--- src/rtl/qspi_ram_pkg.sv ---
// Shared opcodes and FSM state type for the QSPI RAM peripheral.
package qspi_ram_pkg;

   localparam logic [7:0] CMD_READ   = 8'h03;
   localparam logic [7:0] CMD_WRITE  = 8'h02;
   localparam logic [7:0] CMD_QREAD  = 8'h6B;
   localparam logic [7:0] CMD_QWRITE = 8'h32;
   localparam logic [7:0] CMD_WREN   = 8'h06;
   localparam logic [7:0] CMD_WRDI   = 8'h04;
   localparam logic [7:0] CMD_RDSR   = 8'h05;

   typedef enum logic [2:0] {
      StIdle,
      StCmd,
      StAddr,
      StDummy,
      StRd,
      StWr,
      StIgnore
   } state_t;

endpackage

--- src/rtl/spi_in_sync.sv ---
// Synchronises the SPI pins into the clk domain and produces one-cycle edge pulses.
module spi_in_sync #(
   parameter int unsigned SYNC_STAGES = 2
) (
   input  logic       clk,
   input  logic       rst,
   input  logic       sclk,
   input  logic       select,
   input  logic [3:0] d_in,
   output logic       sclk_rise,
   output logic       sclk_fall,
   output logic       sel_rise,
   output logic       sel_fall,
   output logic [3:0] d
);

   logic [SYNC_STAGES-1:0]      sclk_sr, sel_sr;
   logic [SYNC_STAGES-1:0][3:0] d_sr;
   logic                        sclk_prev, sel_prev;

   // Select resets low so a select already asserted at reset release is not
   // mistaken for a fresh transaction start.
   always_ff @(posedge clk) begin
      if (rst) begin
         sclk_sr   <= '0;
         sel_sr    <= '0;
         d_sr      <= '0;
         sclk_prev <= 1'b0;
         sel_prev  <= 1'b0;
      end else begin
         sclk_sr   <= {sclk_sr[SYNC_STAGES-2:0], sclk};
         sel_sr    <= {sel_sr[SYNC_STAGES-2:0], select};
         d_sr      <= {d_sr[SYNC_STAGES-2:0], d_in};
         sclk_prev <= sclk_sr[SYNC_STAGES-1];
         sel_prev  <= sel_sr[SYNC_STAGES-1];
      end
   end

   assign sclk_rise = sclk_sr[SYNC_STAGES-1] & ~sclk_prev;
   assign sclk_fall = ~sclk_sr[SYNC_STAGES-1] & sclk_prev;
   assign sel_rise  = sel_sr[SYNC_STAGES-1] & ~sel_prev;
   assign sel_fall  = ~sel_sr[SYNC_STAGES-1] & sel_prev;
   assign d         = d_sr[SYNC_STAGES-1];

endmodule

--- src/rtl/qspi_ram_peri_sync.sv ---
// SPI/QSPI RAM peripheral, fully synchronous to clk, with a registered host read port.
// Optional write protection (WEL, 06h/04h/05h) is enabled by defining QSPI_RAM_PERI_WP_EN.
module qspi_ram_peri_sync
   import qspi_ram_pkg::*;
#(
   parameter int unsigned RAM_ADDR_BITS   = 6,
   parameter int unsigned ADDR_BYTES      = 3,
   parameter int unsigned FAST_READ_DELAY = 2,
   parameter int unsigned SYNC_STAGES     = 2
) (
   input  logic                     clk,
   input  logic                     rst,
   input  logic                     spi_sclk,
   input  logic                     spi_select,
   input  logic [3:0]               spi_d_in,
   output logic [3:0]               spi_d_out,
   output logic [3:0]               spi_d_oe,
   input  logic [RAM_ADDR_BITS-1:0] host_addr,
   output logic [7:0]               host_rdata,
   output logic                     busy
);

   localparam logic [5:0] CNT_ONE = 6'd1;
   localparam logic [5:0] ADDR_LAST = 6'(8 * ADDR_BYTES - 1);
   localparam logic [5:0] DUMMY_LAST = 6'(FAST_READ_DELAY - 1);
   localparam logic [RAM_ADDR_BITS-1:0] ADDR_ONE = RAM_ADDR_BITS'(1);

   logic sclk_rise, sclk_fall, sel_rise, sel_fall;
   logic [3:0] d;

   spi_in_sync #(.SYNC_STAGES(SYNC_STAGES)) u_sync (
      .clk      (clk),
      .rst      (rst),
      .sclk     (spi_sclk),
      .select   (spi_select),
      .d_in     (spi_d_in),
      .sclk_rise(sclk_rise),
      .sclk_fall(sclk_fall),
      .sel_rise (sel_rise),
      .sel_fall (sel_fall),
      .d        (d)
   );

   state_t                   state_q, state_d;
   logic [7:0]               cmd_q, cmd_d, shift_q, shift_d;
   logic [5:0]               cnt_q, cnt_d;
   logic [RAM_ADDR_BITS-1:0] addr_q, addr_d;
   logic [3:0]               d_out_q, d_out_d, oe_q, oe_d;
   logic [7:0]               mem [2**RAM_ADDR_BITS];
   logic [7:0]               rd_data_q, rd_byte, wdata, sh_single, sh_quad;
   logic                     we, wr_ok, quad;

   assign sh_single = {shift_q[6:0], d[0]};
   assign sh_quad   = {shift_q[3:0], d};
   assign quad      = (cmd_q == CMD_QREAD) || (cmd_q == CMD_QWRITE);

`ifdef QSPI_RAM_PERI_WP_EN
   logic wel_q, wel_d;
   assign wr_ok   = wel_q;
   assign rd_byte = (cmd_q == CMD_RDSR) ? {7'b0, wel_q} : rd_data_q;
`else
   assign wr_ok   = 1'b1;
   assign rd_byte = rd_data_q;
`endif

   always_comb begin
      state_d = state_q;
      cmd_d   = cmd_q;
      shift_d = shift_q;
      cnt_d   = cnt_q;
      addr_d  = addr_q;
      d_out_d = d_out_q;
      oe_d    = oe_q;
      we      = 1'b0;
      wdata   = quad ? sh_quad : sh_single;
`ifdef QSPI_RAM_PERI_WP_EN
      wel_d   = wel_q;
`endif
      if (sel_rise) begin
         state_d = StIdle;
         cmd_d   = '0;
         shift_d = '0;
         cnt_d   = '0;
         d_out_d = '0;
         oe_d    = '0;
`ifdef QSPI_RAM_PERI_WP_EN
         if (cmd_q == CMD_WRITE || cmd_q == CMD_QWRITE) wel_d = 1'b0;
`endif
      end else begin
         unique case (state_q)
            StIdle: if (sel_fall) state_d = StCmd;
            StCmd: if (sclk_rise) begin
               shift_d = sh_single;
               cnt_d   = cnt_q + CNT_ONE;
               if (cnt_q == 6'd7) begin
                  cnt_d = '0;
                  cmd_d = sh_single;
                  case (sh_single)
                     CMD_READ, CMD_WRITE, CMD_QREAD, CMD_QWRITE: state_d = StAddr;
`ifdef QSPI_RAM_PERI_WP_EN
                     CMD_WREN: begin wel_d = 1'b1; state_d = StIgnore; end
                     CMD_WRDI: begin wel_d = 1'b0; state_d = StIgnore; end
                     CMD_RDSR: state_d = StRd;
`endif
                     default: state_d = StIgnore;
                  endcase
               end
            end
            // Shifting left keeps only the low RAM_ADDR_BITS of the address.
            StAddr: if (sclk_rise) begin
               addr_d = {addr_q[RAM_ADDR_BITS-2:0], d[0]};
               cnt_d  = cnt_q + CNT_ONE;
               if (cnt_q == ADDR_LAST) begin
                  cnt_d = '0;
                  if (cmd_q == CMD_QREAD)     state_d = StDummy;
                  else if (cmd_q == CMD_READ) state_d = StRd;
                  else                        state_d = StWr;
               end
            end
            StDummy: if (sclk_rise) begin
               cnt_d = cnt_q + CNT_ONE;
               if (cnt_q == DUMMY_LAST) begin
                  cnt_d   = '0;
                  state_d = StRd;
               end
            end
            StRd: if (sclk_fall) begin
               if (quad) begin
                  oe_d    = 4'b1111;
                  d_out_d = cnt_q[0] ? rd_byte[3:0] : rd_byte[7:4];
                  cnt_d   = cnt_q[0] ? 6'd0 : 6'd1;
                  if (cnt_q[0]) addr_d = addr_q + ADDR_ONE;
               end else begin
                  oe_d    = 4'b0010;
                  d_out_d = {2'b00, rd_byte[~cnt_q[2:0]], 1'b0};
                  cnt_d   = cnt_q + CNT_ONE;
                  if (cnt_q == 6'd7) begin
                     cnt_d  = '0;
                     addr_d = addr_q + ADDR_ONE;
                  end
               end
            end
            StWr: if (sclk_rise) begin
               shift_d = quad ? sh_quad : sh_single;
               cnt_d   = cnt_q + CNT_ONE;
               if ((quad && cnt_q[0]) || (!quad && cnt_q == 6'd7)) begin
                  cnt_d  = '0;
                  we     = wr_ok;
                  addr_d = addr_q + ADDR_ONE;
               end
            end
            StIgnore: ;
            default: state_d = StIdle;
         endcase
      end
   end

   always_ff @(posedge clk) begin
      if (rst) begin
         state_q    <= StIdle;
         cmd_q      <= '0;
         shift_q    <= '0;
         cnt_q      <= '0;
         addr_q     <= '0;
         d_out_q    <= '0;
         oe_q       <= '0;
         host_rdata <= '0;
      end else begin
         state_q    <= state_d;
         cmd_q      <= cmd_d;
         shift_q    <= shift_d;
         cnt_q      <= cnt_d;
         addr_q     <= addr_d;
         d_out_q    <= d_out_d;
         oe_q       <= oe_d;
         host_rdata <= mem[host_addr];
      end
   end

`ifdef QSPI_RAM_PERI_WP_EN
   always_ff @(posedge clk) begin
      if (rst) wel_q <= 1'b0;
      else     wel_q <= wel_d;
   end
`endif

   // Storage is never reset; rd_data_q tracks addr_q so read data is ready ahead of each fall.
   always_ff @(posedge clk) begin
      if (we) mem[addr_q] <= wdata;
      rd_data_q <= mem[addr_q];
   end

   assign spi_d_out = d_out_q;
   assign spi_d_oe  = oe_q;
   assign busy      = (state_q != StIdle);

endmodule

--- config.mk ---
export PLATFORM = sky130hd
export DESIGN_NAME = qspi_ram_peri_sync
export DESIGN_NICKNAME = d
export VERILOG_FILES = /design/src/rtl/qspi_ram_pkg.sv /design/src/rtl/spi_in_sync.sv /design/src/rtl/qspi_ram_peri_sync.sv
export SDC_FILE = /design/constraint.sdc
export NUM_CORES = 1
export LEC_CHECK = 0
export CAP_MARGIN = 20
export CORE_AREA = 2 2 249 251
export CTS_CLUSTER_SIZE = 25
export DETAILED_ROUTE_END_ITERATION = 6
export DIE_AREA = 0 0 251 253
export PLACE_DENSITY = 0.63
export SYNTH_ARGS = -nofsm -noshare
export SYNTH_HDL_FRONTEND = slang
export SYNTH_HIERARCHICAL = 1
export SYNTH_SLANG_ARGS = --single-unit
--- constraint.sdc ---
create_clock -name clk -period 7.1 [get_ports clk]
set_input_delay 1.42 -clock clk [delete_from_list [all_inputs] [get_ports clk]]
set_output_delay 1.42 -clock clk [all_outputs]
set_load 0.05 [all_outputs]
==> results.md, run 1 <==
- Area grow syn2layout: 10.7%
- Launching point of the worst reg2reg path: cnt_q[0]
- Peak VDD IR: 204 uV
- Tmin final: 4460 ps
- Internal power: 5.60 mW
- EDFF count, synth: 512
- Die boundary width: 251 microns
- P_sw: 1.49 mW
- Worst-skew pair later-pin latency: 650 ps
- WP data arrival: 4720 ps
- Worst Setup Path Type: reg -> reg
- Slew Viols, Final: 0
- Layout cells sized above 1: 25.7%
- Io pins: 31
- Rel. slew slack: 21.2%
- Most used flip-flop cell after synthesis: edfxtp_1
- Commonest non-fill, non-tap cell in the layout: edfxtp_1
- Asr flop ratio synth: 0%
- Sequential power share: 51.7%
- Reg clk slew, reported paths: 60 ps
- Status: complete, no violations
- Slowest-stage cell, CP: nor2_1
- Syn avg cell area: 16.3 sq um
- Max FO, Critical Path: 15
- Final ANT Viol Nets: 0
- Nets: 1,678
- Distinct cells, synth: 77
- Gate power share: 2.6%
- Total gr overflow: 0
- Hold EP: u_sync/sel_sr[1]
- Switch share: 21.0%
- Setup crit end kind: flop
- CTS max path bufs: 3
- Startpoint Class: flop
- Slew @ Worst Pin: 1180 ps
- Clock share of power: 45.7%
- Fin crit share: 62.9%
- Critical path's top delay family: simple AND/OR/NAND/NOR gates
- Fmax: 224 MHz
- Final setup fails: 0
- CTS H-tree depth: 2
- TritonCTS buffer count: 60
- RSZ-0062 raised after global routing: no
- Post-Syn Instances: 1,666
- Clock skew: 27.7 ps
- Vias post-DR: 16.8k
- Row cnt: 91
- Die Area: 0.0635 sq mm
- First-pass DRT Iterations: 6
- Routed vias/inst: 6.71
- Crit path from: cnt_q[0]
- DRC: 0
- Global-route wire length before repair: 117 mm
- Initial Utilization: 44.6%
- PortBufs: 30
- Register Area: 0.0167 sq mm
- Gp weighted congestion: 0.953
- Initial DRC count: 2,414
- Die height: 253 microns
- Min-Delay Path Class: reg -> reg
- Clock root cell: clkbuf_16
- R2R setup slack: 2640 ps
- Setup TNS: 0 ps
- Tot GR Track Use: 25.3%
- Final Util: 49.3%
- # resized after CTS: 0
- Fin. Hold Viols: 0
- Ys Warns: 6
- Core area: 0.0610 sq mm
- Postcts setup bufs: 0
- Vias in the first global route: 16.7k
- Mapped Nets: 1,683
- Most frequent cells in the layout: 512 x edfxtp_1, 201 x mux4_2, 132 x nor2_1
- Wire per inst: 32.0 microns
- Number of buffers and inverters on the critical path: 0
- Antenna violations before repair: 2
- WHS Path Cells: 1
- Finished Layout Cells: 2,503
- Worst reg2reg path endpoint: mem[18][1]
- Area taken by multi-input logic gates: 0.00978 sq mm
- Crit-path max cell delay: 990 ps
- CTS tree: built
- Reg2Reg Depth: 7
- Placed Instances: 2,388
- Cts hold-fix bufs: 0
- Routed WL: 80.0 mm
- Max Cap Violations: 0
- HP Start: u_sync/sel_sr[0]
- CP cell instances: ha_1, and4bb_2, nor2b_1, o31ai_1, nor4_4, nand3_1, nor2_1
- Synthesized flop and latch total: 578
- Pwr/cell area: 235 mW/mm^2
- Post-DP HPWL: 50.9 mm
- Clk sinks: 578
- Leakage: 8.94 nW
- Largest net degree at the start of global routing: 70
- FILL cells: 5,031
- Worst Path Required: 7360 ps
- Sequential element share of the synthesized area: 61.4%
- Synthesized area: 0.0272 sq mm
==> cells by family after synthesis <==
group,synth area share (%)
simple gates,5.74
buf+inv,2.78
flops,61.4
mux,22.3
fa+ha+maj,0.138
compound gates,7.56
xor+xnor,0.0966
==> state kept, by name, indices dropped and copies added (netlist names) <==
| signal | count |
|---|---|
| u_sync/d | 4 |
| shift_q | 7 |
| u_sync/sel_prev | 1 |
| u_sync/sel_sr | 2 |
| state_q | 3 |
| rd_byte | 8 |
| u_sync/d_sr | 4 |
| addr_q | 6 |
| u_sync/sclk_sr | 2 |
| mem | 512 |
| cmd_q | 8 |
| u_sync/sclk_prev | 1 |
| cnt_q | 6 |
| spi_d_out | 4 |
| host_rdata | 8 |
| spi_d_oe | 2 |
==> power by group through the flow <==
| stage | Combinational, mW | Sequential [mW] | Clock [mW] |
|---|---|---|---|
| 2_1_floorplan | 0.124 | 3.74 | 0 |
| 3_3_place_gp | 0.187 | 3.74 | 0 |
| 3_5_place_dp | 0.188 | 3.74 | 0 |
| 4_1_cts | 0.188 | 3.66 | 3.28 |
| 5_1_grt | 0.197 | 3.66 | 3.40 |
| 6_report | 0.187 | 3.66 | 3.24 |
==> per-stage QoR <==
stage	instance area [sq um]	hold slack (ps)	setup WS [ps]	power, mW
final	30100	435	2640	7.09
after global routing	30100	461	2460	7.26
after CTS	30100	442	2760	7.13
after detailed placement	28100	422	2740	3.92
after global placement	28100	425	2900	3.92
after floorplan	27200	411	3900	3.87
==> worst max-delay path by stage <==
stage               cells after the start  slack, ps       endpoint
floorplan                               9       3900  host_rdata[2]
global placement                        7       2900  host_rdata[6]
detailed placement                      7       2740     mem[50][4]
CTS                                     7       2760     mem[18][1]
global route                            7       2460     mem[18][1]
finish                                  7       2640     mem[18][1]
==> per-layer routing <==
metal / vias to the layer above / part of all wire (%) / global-route usage, %
met5: - / 0.013 / 0
met1: 8554 / 38 / 34.4
met4: 2 / 5.2 / 12.1
met2: 1120 / 45 / 39.0
met3: 251 / 11 / 5.66
li1: 6858 / - / -
==> cell usage after synthesis, drive strengths merged, types with 8 or more instances <==
master / number / share of area, %
edfxtp: 512 / 56
mux4: 201 / 17
nor2: 132 / 1.8
buf: 90 / 2.1
mux2i: 87 / 3.2
dfxtp: 66 / 4.9
mux2: 60 / 2.5
a21oi: 57 / 1.0
nand2: 56 / 0.77
a221oi: 54 / 1.8
clkbuf: 45 / 0.62
nor2b: 32 / 0.83
o21ai: 31 / 0.57
o22ai: 31 / 0.71
a22oi: 28 / 0.77
nand3: 21 / 0.39
a31oi: 11 / 0.31
nand2b: 11 / 0.26
a211oi: 10 / 0.28
or4: 10 / 0.29
nor3: 9 / 0.17
o211ai: 9 / 0.25
a22o: 8 / 0.26
==> cell type report <==
cell class / count / area share, %
diodes: 1 / 0.00831
clock buffers: 66 / 5.13
clock inverters: 47 / 1.59
inverters: 4 / 0.0499
multi-input cells: 949 / 32.5
flip-flops and latches: 578 / 55.5
well taps: 790 / 3.28
repair buffers: 68 / 1.99
Note: power is estimated with default switching activity, not from simulation.
==> inputs of run 2 (changes only) <==
Settings changed: PLACE_DENSITY 0.63 to 0.65.
Clock period 7.1 ns to 4 ns, I/O delays scaled along.
==> results.md, run 2 (synthesis results as in run 1) <==
- FILL cells: 4,915 (was 5,031)
- Clock root cell: clkbuf_16 (unchanged)
- DRC: 0 (unchanged)
- Register Area: 0.0167 sq mm (unchanged)
- Worst Setup Path Type: reg -> reg (unchanged)
- Area grow syn2layout: 15.0% (was 10.7%)
- WP data arrival: 3670 ps (was 4720 ps)
- Setup TNS: 0 ps (unchanged)
- Fin crit share: 86.0% (was 62.9%)
- CTS max path bufs: 3 (unchanged)
- PortBufs: 30 (unchanged)
- Reg clk slew, reported paths: 60 ps (about the same)
- Slew @ Worst Pin: 1150 ps (was 1180 ps)
- Final ANT Viol Nets: 0 (unchanged)
- Gp weighted congestion: 1.01 (was 0.953)
- Most used cell, CP: buf_4
- Setup crit end kind: flop (unchanged)
- Post-DP HPWL: 55.8 mm (was 50.9 mm)
- CP cell instances: ha_1, and4bb_2, nor2b_1, o31ai_1, nor4_4, buf_4, nand3_1, buf_4, nor2_1 (was ha_1, and4bb_2, nor2b_1, o31ai_1, nor4_4, nand3_1, nor2_1)
- Die boundary width: 251 microns (unchanged)
- Levels on crit path: 9 (was 7)
- Peak VDD IR: 372 uV (was 204 uV)
- Number of buffers and inverters on the critical path: 2 (was 0)
- Setup WS post-layout: 558 ps (was 2640 ps)
- Crit path capture: mem[26][0] (was mem[18][1])
- Critical path's top delay family: simple AND/OR/NAND/NOR gates (unchanged)
- Wire per inst: 31.9 microns (was 32.0 microns)
- Largest net degree at the start of global routing: 66 (was 70)
- Largest register FFs: 512 (unchanged)
- Crit path from: cnt_q[1] (was cnt_q[0])
- Commonest non-fill, non-tap cell in the layout: edfxtp_1 (unchanged)
- Reg2Reg Depth: 9 (was 7)
- Final setup fails: 0 (unchanged)
- RSZ-0062 raised after global routing: no (unchanged)
- Antenna violations before repair: 2 (unchanged)
- Clk sinks: 578 (unchanged)
- Nets: 1,812 (was 1,678)
- R2R setup slack: 560 ps (was 2640 ps)
- Slowest-stage cell, CP: nor2_1 (unchanged)
- CTS H-tree depth: 3 (was 2)
- Dpl ws: 536 ps (was 2740 ps)
- Initial DRC count: 2,740 (was 2,414)
- Startpoint Class: flop (unchanged)
- Pwr/cell area: 407 mW/mm^2 (was 235 mW/mm^2)
- Die height: 253 microns (unchanged)
- Min-Delay Path Class: reg -> reg (unchanged)
- Top reg by flops: mem (unchanged)
- CTS tree: built (unchanged)
- Status: complete, no violations (unchanged)
- Worst-skew pair later-pin latency: 620 ps (was 650 ps)
- Leakage: 9.68 nW (was 8.94 nW)
- Crit-path max cell delay: 780 ps (was 990 ps)
- Rel. slew slack: 23.5% (was 21.2%)
- Vias in the first global route: 17.6k (was 16.7k)
- Core area: 0.0610 sq mm (unchanged)
- Max FO, Critical Path: 8 (was 15)
- # resized after CTS: 0 (unchanged)
- Power consumption: 12.7 mW (was 7.09 mW)
- First-pass DRT Iterations: 6 (unchanged)
- Max Cap Violations: 0 (unchanged)
- Postcts setup bufs: 0 (unchanged)
- Clock skew: 26.6 ps (was 27.7 ps)
- Slew Viols, Final: 0 (unchanged)
- Total gr overflow: 0 (unchanged)
- Row cnt: 91 (unchanged)
- Layout cells sized above 1: 30.4% (was 25.7%)
- Routed vias/inst: 6.73 (was 6.71)
- Fmax: 291 MHz (was 224 MHz)
- Most frequent cells in the layout: 512 x edfxtp_1, 201 x mux4_2, 151 x buf_4 (was 512 x edfxtp_1, 201 x mux4_2, 132 x nor2_1)
- Routed WL: 84.1 mm (was 80.0 mm)
- Fin. Hold Viols: 0 (unchanged)
- Io pins: 31 (unchanged)
- TritonCTS buffer count: 66 (was 60)
- Global-route wire length before repair: 123 mm (was 117 mm)
- Die Area: 0.0635 sq mm (unchanged)
- Initial Utilization: 44.6% (unchanged)
- Cts hold-fix bufs: 0 (unchanged)
- Tmin final: 3440 ps (was 4460 ps)
- Launching point of the worst reg2reg path: cnt_q[1] (was cnt_q[0])
- Vias post-DR: 17.7k (was 16.8k)
- Area taken by multi-input logic gates: 0.00977 sq mm (was 0.00978 sq mm)
- Worst Path Required: 4220 ps (was 7360 ps)
- Tot GR Track Use: 26.8% (was 25.3%)
- Worst reg2reg path endpoint: mem[26][0] (was mem[18][1])
run 2: cell count changes in the layout (fill, tap and decap cells not counted), sizes merged:
cell,delta
buf,+128
clkbuf,+18
clkinv,-5
bufinv,-4
clkinvlp,-4
inv,-3
run 2: metal layers:
layer / track usage, % / vias up / wire length [microns]
met3: 6.83 / 262 / 9730
li1: - / 7137 / -
met2: 40.6 / 1238 / 37500
met1: 36.7 / 9086 / 32600
met4: 11.9 / 2 / 4280
met5: 0 / - / 10
run 2: per-stage QoR:
step                      hold WS [ps]  cell area (sq um)  util, %  cells
final                              445              31300     51.3   2633
after CTS                          448              31300     51.3   2632
after global routing               474              31300     51.3   2632
after floorplan                    411              27200        -   1666
after detailed placement           424              29200     47.9   2517
after global placement             425              29200     47.8   2514
run 2: worst min path at each step:
stage	cells past startpoint	startpoint	endpoint	slack (ps)
finish	1	u_sync/d_sr[1]	u_sync/d[1]	440
CTS	1	u_sync/sclk_sr[0]	u_sync/sclk_sr[1]	450
global route	1	u_sync/sclk_sr[0]	u_sync/sclk_sr[1]	470
floorplan	1	u_sync/d_sr[3]	u_sync/d[3]	410
detailed placement	1	u_sync/d_sr[3]	u_sync/d[3]	420
global placement	1	u_sync/sclk_sr[0]	u_sync/sclk_sr[1]	430
run 2: power breakdown:
part | internal (mW) | switching, mW
clock network | 3.41 | 2.46
logic | 0.155 | 0.213
registers | 6.49 | 0.0228
total | 10.1 | 2.69
run 2: area by class of cell:
cell class | count | area share (%)
clock inverter | 31 | 0.967
tap | 790 | 3.16
sequential | 578 | 53.4
inverter | 4 | 0.0480
clock buffer | 84 | 5.66
multi-input combinational | 949 | 31.2
timing repair buffer | 196 | 5.58
antenna | 1 | 0.00799
